File: config.mk
export PLATFORM = sky130hd
export DESIGN_NAME = hx8352_reg_reader
export DESIGN_NICKNAME = d
export VERILOG_FILES = /design/src/rtl/hx8352_reg_reader.sv
export SDC_FILE = /design/constraint.sdc
export NUM_CORES = 1
export LEC_CHECK = 0
export ABC_AREA = 1
export CORE_AREA = 2 2 75 77
export DETAILED_ROUTE_END_ITERATION = 8
export DIE_AREA = 0 0 77 79
export GPL_TIMING_DRIVEN = 0
export PLACE_DENSITY = 0.88
export SYNTH_ARGS = -nofsm -noshare
export SYNTH_HDL_FRONTEND = slang
export SYNTH_SLANG_ARGS = --single-unit
File: constraint.sdc
create_clock -name clk -period 4.3 [get_ports clk]
set_input_delay 0.86 -clock clk [delete_from_list [all_inputs] [get_ports clk]]
set_output_delay 0.86 -clock clk [all_outputs]
set_load 0.05 [all_outputs]
File: src/rtl/hx8352_reg_reader.sv
// HX8352 8080-style read master: index write, bus turnaround, optional dummy read,
// then N read strobes with each sampled word streamed out as a one-cycle pulse.
module hx8352_reg_reader #(
    parameter int WR_LOW_CYCLES  = 2,
    parameter int WR_HIGH_CYCLES = 2,
    parameter int RD_LOW_CYCLES  = 3,
    parameter int RD_HIGH_CYCLES = 2,
    parameter int DUMMY_READ     = 1
) (
    input  logic        clk,
    input  logic        rst,
    input  logic        start_i,
    input  logic [7:0]  reg_addr_i,
    input  logic [7:0]  n_words_i,
    output logic [15:0] rd_data_o,
    output logic        rd_valid_o,
    output logic        done_o,
    output logic        busy_o,
    output logic        lcd_cs_n_o,
    output logic        lcd_rs_o,
    output logic        lcd_wr_n_o,
    output logic        lcd_rd_n_o,
    output logic [15:0] lcd_db_out_o,
    output logic        lcd_db_oe_o,
    input  logic [15:0] lcd_db_in_i
);

    typedef enum logic [2:0] {
        S_IDLE,
        S_IDX_SETUP,
        S_IDX_WR_LOW,
        S_IDX_WR_HIGH,
        S_TURN,
        S_RD_LOW,
        S_RD_HIGH,
        S_DONE
    } state_t;

    // Phase counter is loaded with (duration - 1) on state entry; zero is terminal count.
    localparam logic [7:0] WR_LOW_LD  = 8'(WR_LOW_CYCLES - 1);
    localparam logic [7:0] WR_HIGH_LD = 8'(WR_HIGH_CYCLES - 1);
    localparam logic [7:0] RD_LOW_LD  = 8'(RD_LOW_CYCLES - 1);
    localparam logic [7:0] RD_HIGH_LD = 8'(RD_HIGH_CYCLES - 1);
    localparam logic       DUMMY_EN   = (DUMMY_READ != 0);

    state_t      state_q;
    logic [7:0]  phase_q;
    logic [7:0]  words_q;
    logic        dummy_q;

    logic [15:0] rd_data_q;
    logic        rd_valid_q;
    logic        done_q;
    logic        busy_q;
    logic        cs_n_q;
    logic        rs_q;
    logic        wr_n_q;
    logic        rd_n_q;
    logic [15:0] db_out_q;
    logic        db_oe_q;

    always_ff @(posedge clk or posedge rst) begin
        if (rst) begin
            state_q    <= S_IDLE;
            phase_q    <= 8'd0;
            words_q    <= 8'd0;
            dummy_q    <= 1'b0;
            rd_data_q  <= 16'h0000;
            rd_valid_q <= 1'b0;
            done_q     <= 1'b0;
            busy_q     <= 1'b0;
            cs_n_q     <= 1'b1;
            rs_q       <= 1'b1;
            wr_n_q     <= 1'b1;
            rd_n_q     <= 1'b1;
            db_out_q   <= 16'h0000;
            db_oe_q    <= 1'b0;
        end else begin
            rd_valid_q <= 1'b0;
            done_q     <= 1'b0;

            if (phase_q != 8'd0) begin
                phase_q <= phase_q - 8'd1;
            end else begin
                case (state_q)
                    S_IDLE: begin
                        if (start_i) begin
                            state_q  <= S_IDX_SETUP;
                            phase_q  <= 8'd0;
                            words_q  <= (n_words_i == 8'd0) ? 8'd1 : n_words_i;
                            dummy_q  <= DUMMY_EN;
                            busy_q   <= 1'b1;
                            cs_n_q   <= 1'b0;
                            rs_q     <= 1'b0;
                            wr_n_q   <= 1'b1;
                            rd_n_q   <= 1'b1;
                            db_out_q <= {8'h00, reg_addr_i};
                            db_oe_q  <= 1'b1;
                        end
                    end
                    S_IDX_SETUP: begin
                        state_q <= S_IDX_WR_LOW;
                        phase_q <= WR_LOW_LD;
                        wr_n_q  <= 1'b0;
                    end
                    S_IDX_WR_LOW: begin
                        state_q <= S_IDX_WR_HIGH;
                        phase_q <= WR_HIGH_LD;
                        wr_n_q  <= 1'b1;
                    end
                    S_IDX_WR_HIGH: begin
                        // Release the bus a full cycle before the first read strobe.
                        state_q <= S_TURN;
                        phase_q <= 8'd0;
                        db_oe_q <= 1'b0;
                        rs_q    <= 1'b1;
                    end
                    S_TURN: begin
                        state_q <= S_RD_LOW;
                        phase_q <= RD_LOW_LD;
                        rd_n_q  <= 1'b0;
                    end
                    S_RD_LOW: begin
                        state_q <= S_RD_HIGH;
                        phase_q <= RD_HIGH_LD;
                        rd_n_q  <= 1'b1;
                        if (dummy_q) begin
                            dummy_q <= 1'b0;
                        end else begin
                            rd_data_q  <= lcd_db_in_i;
                            rd_valid_q <= 1'b1;
                            words_q    <= words_q - 8'd1;
                        end
                    end
                    S_RD_HIGH: begin
                        if (words_q != 8'd0) begin
                            state_q <= S_RD_LOW;
                            phase_q <= RD_LOW_LD;
                            rd_n_q  <= 1'b0;
                        end else begin
                            state_q <= S_DONE;
                            phase_q <= 8'd0;
                            cs_n_q  <= 1'b1;
                            rs_q    <= 1'b1;
                            done_q  <= 1'b1;
                        end
                    end
                    S_DONE: begin
                        state_q  <= S_IDLE;
                        busy_q   <= 1'b0;
                        db_out_q <= 16'h0000;
                    end
                    default: begin
                        state_q <= S_IDLE;
                        busy_q  <= 1'b0;
                        cs_n_q  <= 1'b1;
                        rs_q    <= 1'b1;
                        wr_n_q  <= 1'b1;
                        rd_n_q  <= 1'b1;
                        db_oe_q <= 1'b0;
                    end
                endcase
            end
        end
    end

    assign rd_data_o    = rd_data_q;
    assign rd_valid_o   = rd_valid_q;
    assign done_o       = done_q;
    assign busy_o       = busy_q;
    assign lcd_cs_n_o   = cs_n_q;
    assign lcd_rs_o     = rs_q;
    assign lcd_wr_n_o   = wr_n_q;
    assign lcd_rd_n_o   = rd_n_q;
    assign lcd_db_out_o = db_out_q;
    assign lcd_db_oe_o  = db_oe_q;

endmodule

==> results of run 1 <==
-- layer usage --
metal | GRT usage | routed length, µm | up-vias
met3 | 0.02841 | 326 | 19
met4 | 0.08929 | 150 | 0
met5 | 0 | 0 | -
li1 | - | - | 1191
met2 | 0.3737 | 3089 | 84
met1 | 0.2605 | 2491 | 1117
-- through the flow --
stage          setup WS [ns]    util  instance area [µm²]  std cells  hold slack (ns)
6_report               1.783  0.6578                 3511        490           0.4678
5_1_grt                1.742  0.6578                 3511        490           0.4975
4_1_cts                1.763  0.6578                 3511        490           0.4685
3_5_place_dp           2.112  0.6406                 3420        482           0.4535
3_3_place_gp           1.220  0.6369                 3400        481           0.4483
2_1_floorplan          2.189       -                 2649        343           0.4419
-- power by group --
group | internal, mW | total [mW] | switching [mW]
Sequential | 0.720 | 0.886 | 0.166
Combinational | 0.473 | 1.44 | 0.968
Clock | 0.117 | 0.287 | 0.170
Total | 1.31 | 2.61 | 1.30
-- state kept, by name, summed over array words and instances, names as in the netlist --
signal and cells:
lcd_rd_n_o 1, rd_valid_o 1, lcd_cs_n_o 1, state_q 3, lcd_db_out_o 8, done_o 1
dummy_q 1, phase_q 8, words_q 8, lcd_db_oe_o 1, lcd_rs_o 1, lcd_wr_n_o 1
rd_data_o 16, busy_o 1
-- path summary, 6_finish.rpt --
check	to	cells past startpoint
max	lcd_rd_n_o	1
min	lcd_wr_n_o$_DFFE_PP1P_	2
max reg2reg	lcd_db_out_o[2]$_DFFE_PP0P_	10
min reg2reg	lcd_wr_n_o$_DFFE_PP1P_	2
max in group asynchronous	lcd_cs_n_o$_DFFE_PP1P_	3
min in group asynchronous	rd_data_o[8]$_DFFE_PP0P_	2
-- cell families after synthesis --
kind of cell,after synthesis,synth area share
other,1,0.001430
DFF,52,0.4981
and+or+nand+nor,209,0.3397
AOI/OAI and AO/OA,21,0.04294
xor gates and xnor gates,5,0.01670
adders and majority gates,3,0.01431
buffers and inverters,45,0.08683
-- placed cells by master (no fill, tap or decap), drive strengths merged, types with 5 or more instances in the layout --
cell | synthesis | routed
nand2 | 139 | 139
clkdlybuf4s50 | 0 | 66
dfrtp | 48 | 48
nor2 | 33 | 33
inv | 29 | 30
nand3 | 28 | 28
buf | 16 | 17
o21ai | 12 | 12
conb | 1 | 8
a21oi | 6 | 6
clkbuf | 0 | 5
-- layout make-up --
class / instances / area [µm²] / area share
Buffer: 16 / 118.9 / 0.03386
Clock buffer: 5 / 68.82 / 0.01960
Clock inverter: 3 / 22.52 / 0.006415
Inverter: 29 / 108.9 / 0.03100
Multi-Input combinational cell: 246 / 1115 / 0.3175
Sequential cell: 52 / 1306 / 0.3721
Tap cell: 72 / 90.09 / 0.02566
Timing Repair Buffer: 67 / 680.7 / 0.1939
==> run metrics, run 1 <==
outcome=complete, no violations; DR WL/cell=12.36 µm; leading area contributor after synthesis=dfrtp_1; via count=2411; CP cell instances=clkdlybuf4s50_1; Cell Pwr Density=about 740 nW/µm²; CTS H-tree depth=2; WP buf/inv=1; Layout area overhead=33.87%; largest net degree at the start of global routing=29; Max stage delay on crit path=0.81 ns; Synth top area share=0.4580; slowest CP cell=clkdlybuf4s50_1; number of inserted diodes=0; Syn Area/Cell=~8 µm²; Final #Nets=around 460; synth warn=0; DRC=0; setup violators final=0; R2R setup slack=2.56 ns; Post-synth EDFFs=0; total power=2.614 mW; Syn Std Cell Area=2623 µm²; Req. time, crit path=approximately 3.4 ns; die width=77 µm; crit path max fanout=2; Worst Clk Skew=0.009605 ns; ratio of final minimum period to clock period=0.5855; Main synth FF type=dfrtp_1; fraction of layout cells with a size suffix above 1=0.1148; worst hold start=lcd_wr_n_o$_DFFE_PP1P_; vias in the first global route=2347; sequential-to-total area share from yosys stat=0.4981; WS Path Type=reg -> out; Post-Syn Instances=336; leading post-synthesis cells by cell area=dfrtp_1 (46%), nand2_1 (19%), nand3_1 (5.2%), dfstp_2 (4.0%), nor2_1 (3.9%); CTS tree=done; maxcap violations=0; crit-path leading delay family=buffers and inverters; total gr overflow=0; Root Driver=clkbuf_8; CTS max path bufs=2; row count=27; initial antenna violation count=0; CP Capture Type=output pin; die height=79 µm; FMAX=397.2 MHz; gr usage total=0.2108; final wirelength=6058 µm; ys async rst share=1.000; Post-CTS Setup Inserts=0; Pleak=1.753 nW; placeable core area=5338 µm²; worst setup path startpoint=lcd_rd_n_o$_DFFE_PP1P_; Max VDD drop=424.6 µV; Clock Pin Slew Worst Setup and Hold Paths=0.10 ns; synth cell count leaders=nand2_1 (134), dfrtp_1 (48), nand3_1 (27), nor2_1 (27), inv_1 (24); die footprint=between 6000 and 7000 µm²; CTS buffer count=5; Port Buffer Count=66; DRT Pass-1 Iters=7; slew margin rel.=0.6332; Hold Path Class=reg -> reg; Iter 0 DRT Violations=158; clk sink count=52; actual slew at the worst max-slew pin=about 0.55 ns; worst skew pair latency=around 0.31 ns; most common cell in the synthesized netlist=nand2_1; setup tns final=0 ns; WP data arrival=1.66 ns; first-pass GRT wire length=10340 µm; synth unique cells=27; vias per std cell=4.920; Fillers=489; min Tclk post-route=approximately 2.5 ns; dpl hpwl=4572 µm; Worst setup SP type=register; setup repair after global routing missed its margin=no; cts hold-fix bufs=0; RD Place Congestion=0.8072; I/O Pins=75; post-CTS sizing=0; worst flop-to-flop path startpoint=phase_q[0]$_DFFE_PP0P_; endpoints failing hold=0; Final ANT Viol Nets=0; #FFs+latches synth=between 50 and 60; fin. max-slew vios=0; Starting Density=0.4913
(Power assumes the default switching activity.)
==> inputs of run 2 (changes only) <==
Settings changed: CORE_AREA 2 2 75 77 to 2 2 77 79, DIE_AREA 0 0 77 79 to 0 0 79 81, PLACE_DENSITY 0.88 to 0.84.
Clock period 4.3 ns to 2.5 ns, I/O delays scaled along.
==> run 2 against run 1 <==
  * Die area grew 5.2%
  * Core utilization fell by 2.7 points
  * Critical path type unchanged
  * Clock power grew to 2.7 times the previous value
  * Worst setup slack lost 1.4 ns
  * Routed wire length shrank 2.1%
  * Final area up 2.0%
==> run metrics, run 2 (synthesis results as in run 1) <==
dpl hpwl=4532 µm (was 4572 µm); Layout area overhead=36.59% (was 33.87%); vias in the first global route=2299 (was 2347); placeable core area=5675 µm² (was 5338 µm²); Worst Clk Skew=0.009901 ns (was 0.009605 ns); setup repair after global routing missed its margin=no (unchanged); Largest register FFs=16 (unchanged); crit path max fanout=2 (unchanged); initial antenna violation count=0 (unchanged); Final #Nets=455 (unchanged); actual slew at the worst max-slew pin=0.5409 ns (was 0.5494 ns); post-CTS sizing=0 (unchanged); Fillers=487 (was 489); CTS max path bufs=2 (unchanged); FF/Latch Area=1306 µm² (unchanged); CTS buffer count=5 (unchanged); die width=79 µm (was 77 µm); via count=2426 (was 2411); Pleak=1.783 nW (was 1.753 nW); largest net degree at the start of global routing=29 (unchanged); WP buf/inv=1 (unchanged); outcome=complete, no violations (unchanged); metal2 WL=3065 µm (was 3089 µm); M1 WL=2443 µm (was 2491 µm); Starting Density=0.4621 (was 0.4913); Max VDD drop=867.6 µV (was 424.6 µV); Post-CTS Setup Inserts=0 (unchanged); CTS tree=done (unchanged); final wirelength=5929 µm (was 6058 µm); FMAX=464.6 MHz; Final ANT Viol Nets=0 (unchanged); worst skew pair latency=0.30 ns (was 0.31 ns); Port Buffer Count=66 (unchanged); die footprint=6399 µm² (was 6083 µm²); die height=81 µm (was 79 µm); row count=28 (was 27); fraction of layout cells with a size suffix above 1=0.1148 (unchanged); Hold Path Class=reg -> reg (unchanged); endpoints failing hold=0 (unchanged); WS Path Type=reg -> out (unchanged); DR WL met3=333 µm (was 326 µm); Flop pwr share=0.320 (was 0.339); Root Driver=clkbuf_8 (unchanged); DRT Pass-1 Iters=5 (was 7); Switching Fraction=0.4658 (was 0.4990); maxcap violations=0 (unchanged); DRC=0 (unchanged); Multi-input gate area=1115 µm² (unchanged); WP data arrival=1.65 ns (was 1.66 ns); slew margin rel.=0.6389 (was 0.6332); RD Place Congestion=0.8828 (was 0.8072); most common library cell in the layout ignoring fill and taps=nand2_1 (unchanged); Max stage delay on crit path=0.80 ns (was 0.81 ns); Comb power frac=0.517 (was 0.551); CP cell instances=clkdlybuf4s50_1 (unchanged); Cell Pwr Density=1334 nW/µm² (was 744.6 nW/µm²); commonest cells after routing, fill and taps aside=nand2_1 (134), clkdlybuf4s50_1 (66), dfrtp_1 (48) (unchanged); slowest CP cell=clkdlybuf4s50_1 (unchanged); fin. max-slew vios=0 (unchanged); Clk pwr share=0.162 (was 0.110); CP Capture Type=output pin (unchanged); Psw=2.227 mW (was 1.304 mW); gr usage total=0.1976 (was 0.2108); min Tclk post-route=2.152 ns; Clock Pin Slew Worst Setup and Hold Paths=0.10 ns (about the same); CTS H-tree depth=2 (unchanged); crit-path leading delay family=buffers and inverters (unchanged); Req. time, crit path=2.00 ns (was 3.44 ns); setup violators final=0 (unchanged); DR WL/cell=12.03 µm (was 12.36 µm); ratio of final minimum period to clock period=0.8609; final core utilization=0.6312 (was 0.6578); total gr overflow=0 (unchanged); DR top layer=met4 (unchanged); first-pass GRT wire length=10120 µm (was 10340 µm); clk sink count=52 (unchanged); Worst setup SP type=register (unchanged); total power=4.780 mW (was 2.614 mW); Iter 0 DRT Violations=185 (was 158); cts hold-fix bufs=0 (unchanged); vias per std cell=4.921 (was 4.920); I/O Pins=75 (unchanged); P_int=2.554 mW (was 1.310 mW); number of inserted diodes=0 (unchanged)
run 2: path summary, 6_finish.rpt:
check | startpoint | to | slack (ns) | depth (start not counted)
min reg2reg | lcd_wr_n_o$_DFFE_PP1P_ | lcd_wr_n_o$_DFFE_PP1P_ | 0.46 | 2
min | lcd_wr_n_o$_DFFE_PP1P_ | lcd_wr_n_o$_DFFE_PP1P_ | 0.46 | 2
max in group asynchronous | rst | lcd_cs_n_o$_DFFE_PP1P_ | 1.33 | 3
max reg2reg | phase_q[0]$_DFFE_PP0P_ | lcd_db_out_o[0]$_DFFE_PP0P_ | 0.77 | 10
min in group asynchronous | rst | rd_data_o[4]$_DFFE_PP0P_ | 0.57 | 2
max | lcd_rd_n_o$_DFFE_PP1P_ | lcd_rd_n_o | 0.35 | 1
run 2: through the flow:
step                TNS [ns]  hold WS (ns)  cells  setup WS, ns  instance area, µm²
floorplan                  0        0.4419    343        0.7487                2649
global placement      -10.74        0.4493    484       -0.2255                3403
detailed placement         0        0.4555    485        0.6759                3423
CTS                        0        0.4696    493        0.3297                3582
global route               0        0.4963    493        0.3138                3582
finish                     0        0.4643    493        0.3478                3582
run 2: worst reg2reg max path, delay by kind of cell, from the launching register on:
kind	cells	cell delay, ns
buffers and inverters	3	0.32
flip-flops	1	0.41
AND/OR/NAND/NOR	6	0.70
adder cells (fa/ha/maj)	1	0.18
run 2: area by class of cell:
class | count | share of cell area
Multi-Input combinational cell | 246 | 0.3112
Clock inverter | 3 | 0.02515
Sequential cell | 52 | 0.3647
Clock buffer | 5 | 0.01921
Inverter | 29 | 0.03039
Buffer | 16 | 0.03318
Timing Repair Buffer | 67 | 0.1900
Tap cell | 75 | 0.02620
run 2: power by group through the flow:
| stage | clock network, mW | logic [mW] | registers [mW] |
|---|---|---|---|
| 2_1_floorplan | 0 | 0.942 | 2.29 |
| 3_3_place_gp | 0 | 2.41 | 1.52 |
| 3_5_place_dp | 0 | 2.48 | 1.54 |
| 4_1_cts | 0.788 | 2.48 | 1.53 |
| 5_1_grt | 0.823 | 2.69 | 1.59 |
| 6_report | 0.775 | 2.47 | 1.53 |
run 2: routing by layer:
layer,up-vias,global-route usage
li1,1192,-
met1,1134,0.2516
met2,90,0.3508
met3,10,0.02556
met4,0,0.06379
met5,-,0
==> inputs of run 3 (changes only) <==
Settings changed: CORE_AREA 2 2 77 79 to 2 2 71 73, DIE_AREA 0 0 79 81 to 0 0 73 75, DONT_BUFFER_PORTS set to 1, PLACE_DENSITY 0.84 to 0.76.
==> run 3 against run 2 <==
  * Critical path depth grew 9
  * Sequential cell count is the same
  * Non-clock buffer count shrank 66
  * Sequential share of layout area grew 9.8 points
  * Maximum frequency grew 24%
  * Global-route usage shrank 1.2 points
  * Worst setup slack gained 0.42 ns
  * Final area shrank 21%
  * Clock power shrank 39%
  * Via count shrank 15%
  * Routed wire length shrank 16%
==> run metrics, run 3 (synthesis results as in run 1) <==
min Tclk post-route=1.734 ns (was 2.152 ns); fraction of layout cells with a size suffix above 1=0.1335 (was 0.1148); DRC=0 (unchanged); largest net degree at the start of global routing=29 (unchanged); Hold Path Class=in -> async (was reg -> reg); Cell Pwr Density=1401 nW/µm² (was 1334 nW/µm²); Iter 0 DRT Violations=106 (was 185); crit path max fanout=10 (was 2); clk sink count=52 (unchanged); RD Place Congestion=0.8288 (was 0.8828); Root Driver=clkbuf_8 (unchanged); Largest register FFs=16 (unchanged); vias in the first global route=1802 (was 2299); WS Path Type=reg -> reg (was reg -> out); setup violators final=0 (unchanged); Fillers=429 (was 487); first-pass GRT wire length=7886 µm (was 10120 µm); worst skew pair latency=0.31 ns (was 0.30 ns); most common library cell in the layout ignoring fill and taps=nand2_1 (unchanged); setup tns final=0 ns (unchanged); FMAX=576.7 MHz (was 464.6 MHz); Layout Cells excl Fill=406 (was 493); Port Buffer Count=0 (was 66); post-CTS sizing=0 (unchanged); WP data arrival=1.94 ns (was 1.65 ns); outcome=complete, no violations (unchanged); total gr overflow=0 (unchanged); die footprint=5475 µm² (was 6399 µm²); Starting Density=0.5627 (was 0.4621); maxcap violations=0 (unchanged); actual slew at the worst max-slew pin=0.5405 ns (was 0.5409 ns); fin. max-slew vios=0 (unchanged); hold slack=0.1044 ns (was 0.4643 ns); Req. time, crit path=2.70 ns (was 2.00 ns); cts hold-fix bufs=0 (unchanged); Pleak=1.491 nW (was 1.783 nW); total power=3.958 mW (was 4.780 mW); Clock Pin Slew Worst Setup and Hold Paths=0.10 ns (about the same); Post-CTS Setup Inserts=0 (unchanged); slew margin rel.=0.6391 (was 0.6389); via count=2067 (was 2426); die width=73 µm (was 79 µm); CTS max path bufs=2 (unchanged); final wirelength=4983 µm (was 5929 µm); Worst Clk Skew=0.01579 ns (was 0.009901 ns); Max VDD drop=855.5 µV (was 867.6 µV); Inst Count DP=398 (was 485); CP Capture Type=register (was output pin); CTS H-tree depth=2 (unchanged); ratio of final minimum period to clock period=0.6936 (was 0.8609); Final #Nets=389 (was 455); reg2reg path depth=10 (unchanged); endpoints failing hold=0 (unchanged); Worst setup SP type=register (unchanged); initial antenna violation count=0 (unchanged); gr usage total=0.1853 (was 0.1976); Layout area overhead=7.729% (was 36.59%); Multi-input gate area=1115 µm² (unchanged); dpl hpwl=3776 µm (was 4532 µm); FF/Latch Area=1306 µm² (unchanged); CTS tree=done (unchanged); DR WL/cell=12.27 µm (was 12.03 µm); DRT Pass-1 Iters=4 (was 5); die height=75 µm (was 81 µm); row count=25 (was 28); commonest cells after routing, fill and taps aside=nand2_1 (134), dfrtp_1 (48), nand3_1 (27), nor2_1 (27), inv_1 (23) (was nand2_1 (134), clkdlybuf4s50_1 (66), dfrtp_1 (48)); Final ANT Viol Nets=0 (unchanged); CTS buffer count=5 (unchanged); number of inserted diodes=0 (unchanged); I/O Pins=75 (unchanged); setup repair after global routing missed its margin=no (unchanged); final core utilization=0.6062 (was 0.6312); placeable core area=4661 µm² (was 5675 µm²); vias per std cell=5.091 (was 4.921)
==> run 3: cell types whose count changed in the layout (fill, tap and decap cells not counted), sizes merged <==
cell	change
clkdlybuf4s50	-66
bufinv	-3
clkbuf	+1
clkinv	+1
clkinvlp	+1
==> run 3: per-layer routing <==
metal,wire length (µm),vias to the layer above,track usage
li1,-,1060,-
met1,2159,937,0.2405
met2,2454,65,0.3083
met3,312,5,0.04685
met4,57,0,0.05556
met5,0,-,0
==> run 3: final timing paths <==
path / start / endpoint / slack (ns)
max: phase_q[0]$_DFFE_PP0P_ / busy_o$_DFFE_PP0P_ / 0.77
min: rst / lcd_db_out_o[5]$_DFFE_PP0P_ / 0.10
max reg2reg: phase_q[0]$_DFFE_PP0P_ / busy_o$_DFFE_PP0P_ / 0.77
min reg2reg: words_q[0]$_DFFE_PP0P_ / words_q[0]$_DFFE_PP0P_ / 0.48
max in group asynchronous: rst / lcd_rd_n_o$_DFFE_PP1P_ / 1.80
min in group clk: lcd_db_in_i[10] / rd_data_o[10]$_DFFE_PP0P_ / 0.30
==> run 3: report_power, final <==
| part | internal (mW) | leakage (nW) | switching [mW] |
|---|---|---|---|
| combinational | 0.402 | 0.826 | 0.720 |
| clock | 0.200 | 0.0414 | 0.276 |
| sequential | 1.23 | 0.624 | 1.13 |
==> run 3: cell type report <==
class | count | area share
clock buffer | 6 | 0.02569
buffer | 16 | 0.04207
multi-input combinational | 246 | 0.3946
tap | 54 | 0.02391
inverter | 29 | 0.03853
sequential | 52 | 0.4624
clock inverter | 2 | 0.005757
timing repair buffer | 1 | 0.007086
==> run 3: critical path: stages, from the launching register on <==
cell	delay, ns
dfrtp_1	0.41
inv_1	0.12
ha_1	0.19
inv_1	0.06
nor3_2	0.18
nand2_4	0.12
nor2_4	0.11
buf_6	0.15
nand2_2	0.13
nand2_1	0.09
nand2_1	0.07
==> run 3: per-stage QoR <==
stage	setup slack [ns]	cell area, µm²
2_1_floorplan	0.7487	2649
3_5_place_dp	0.7848	2736
5_1_grt	0.5708	2825
6_report	0.7659	2825
3_3_place_gp	0.2394	2716
4_1_cts	0.7496	2825
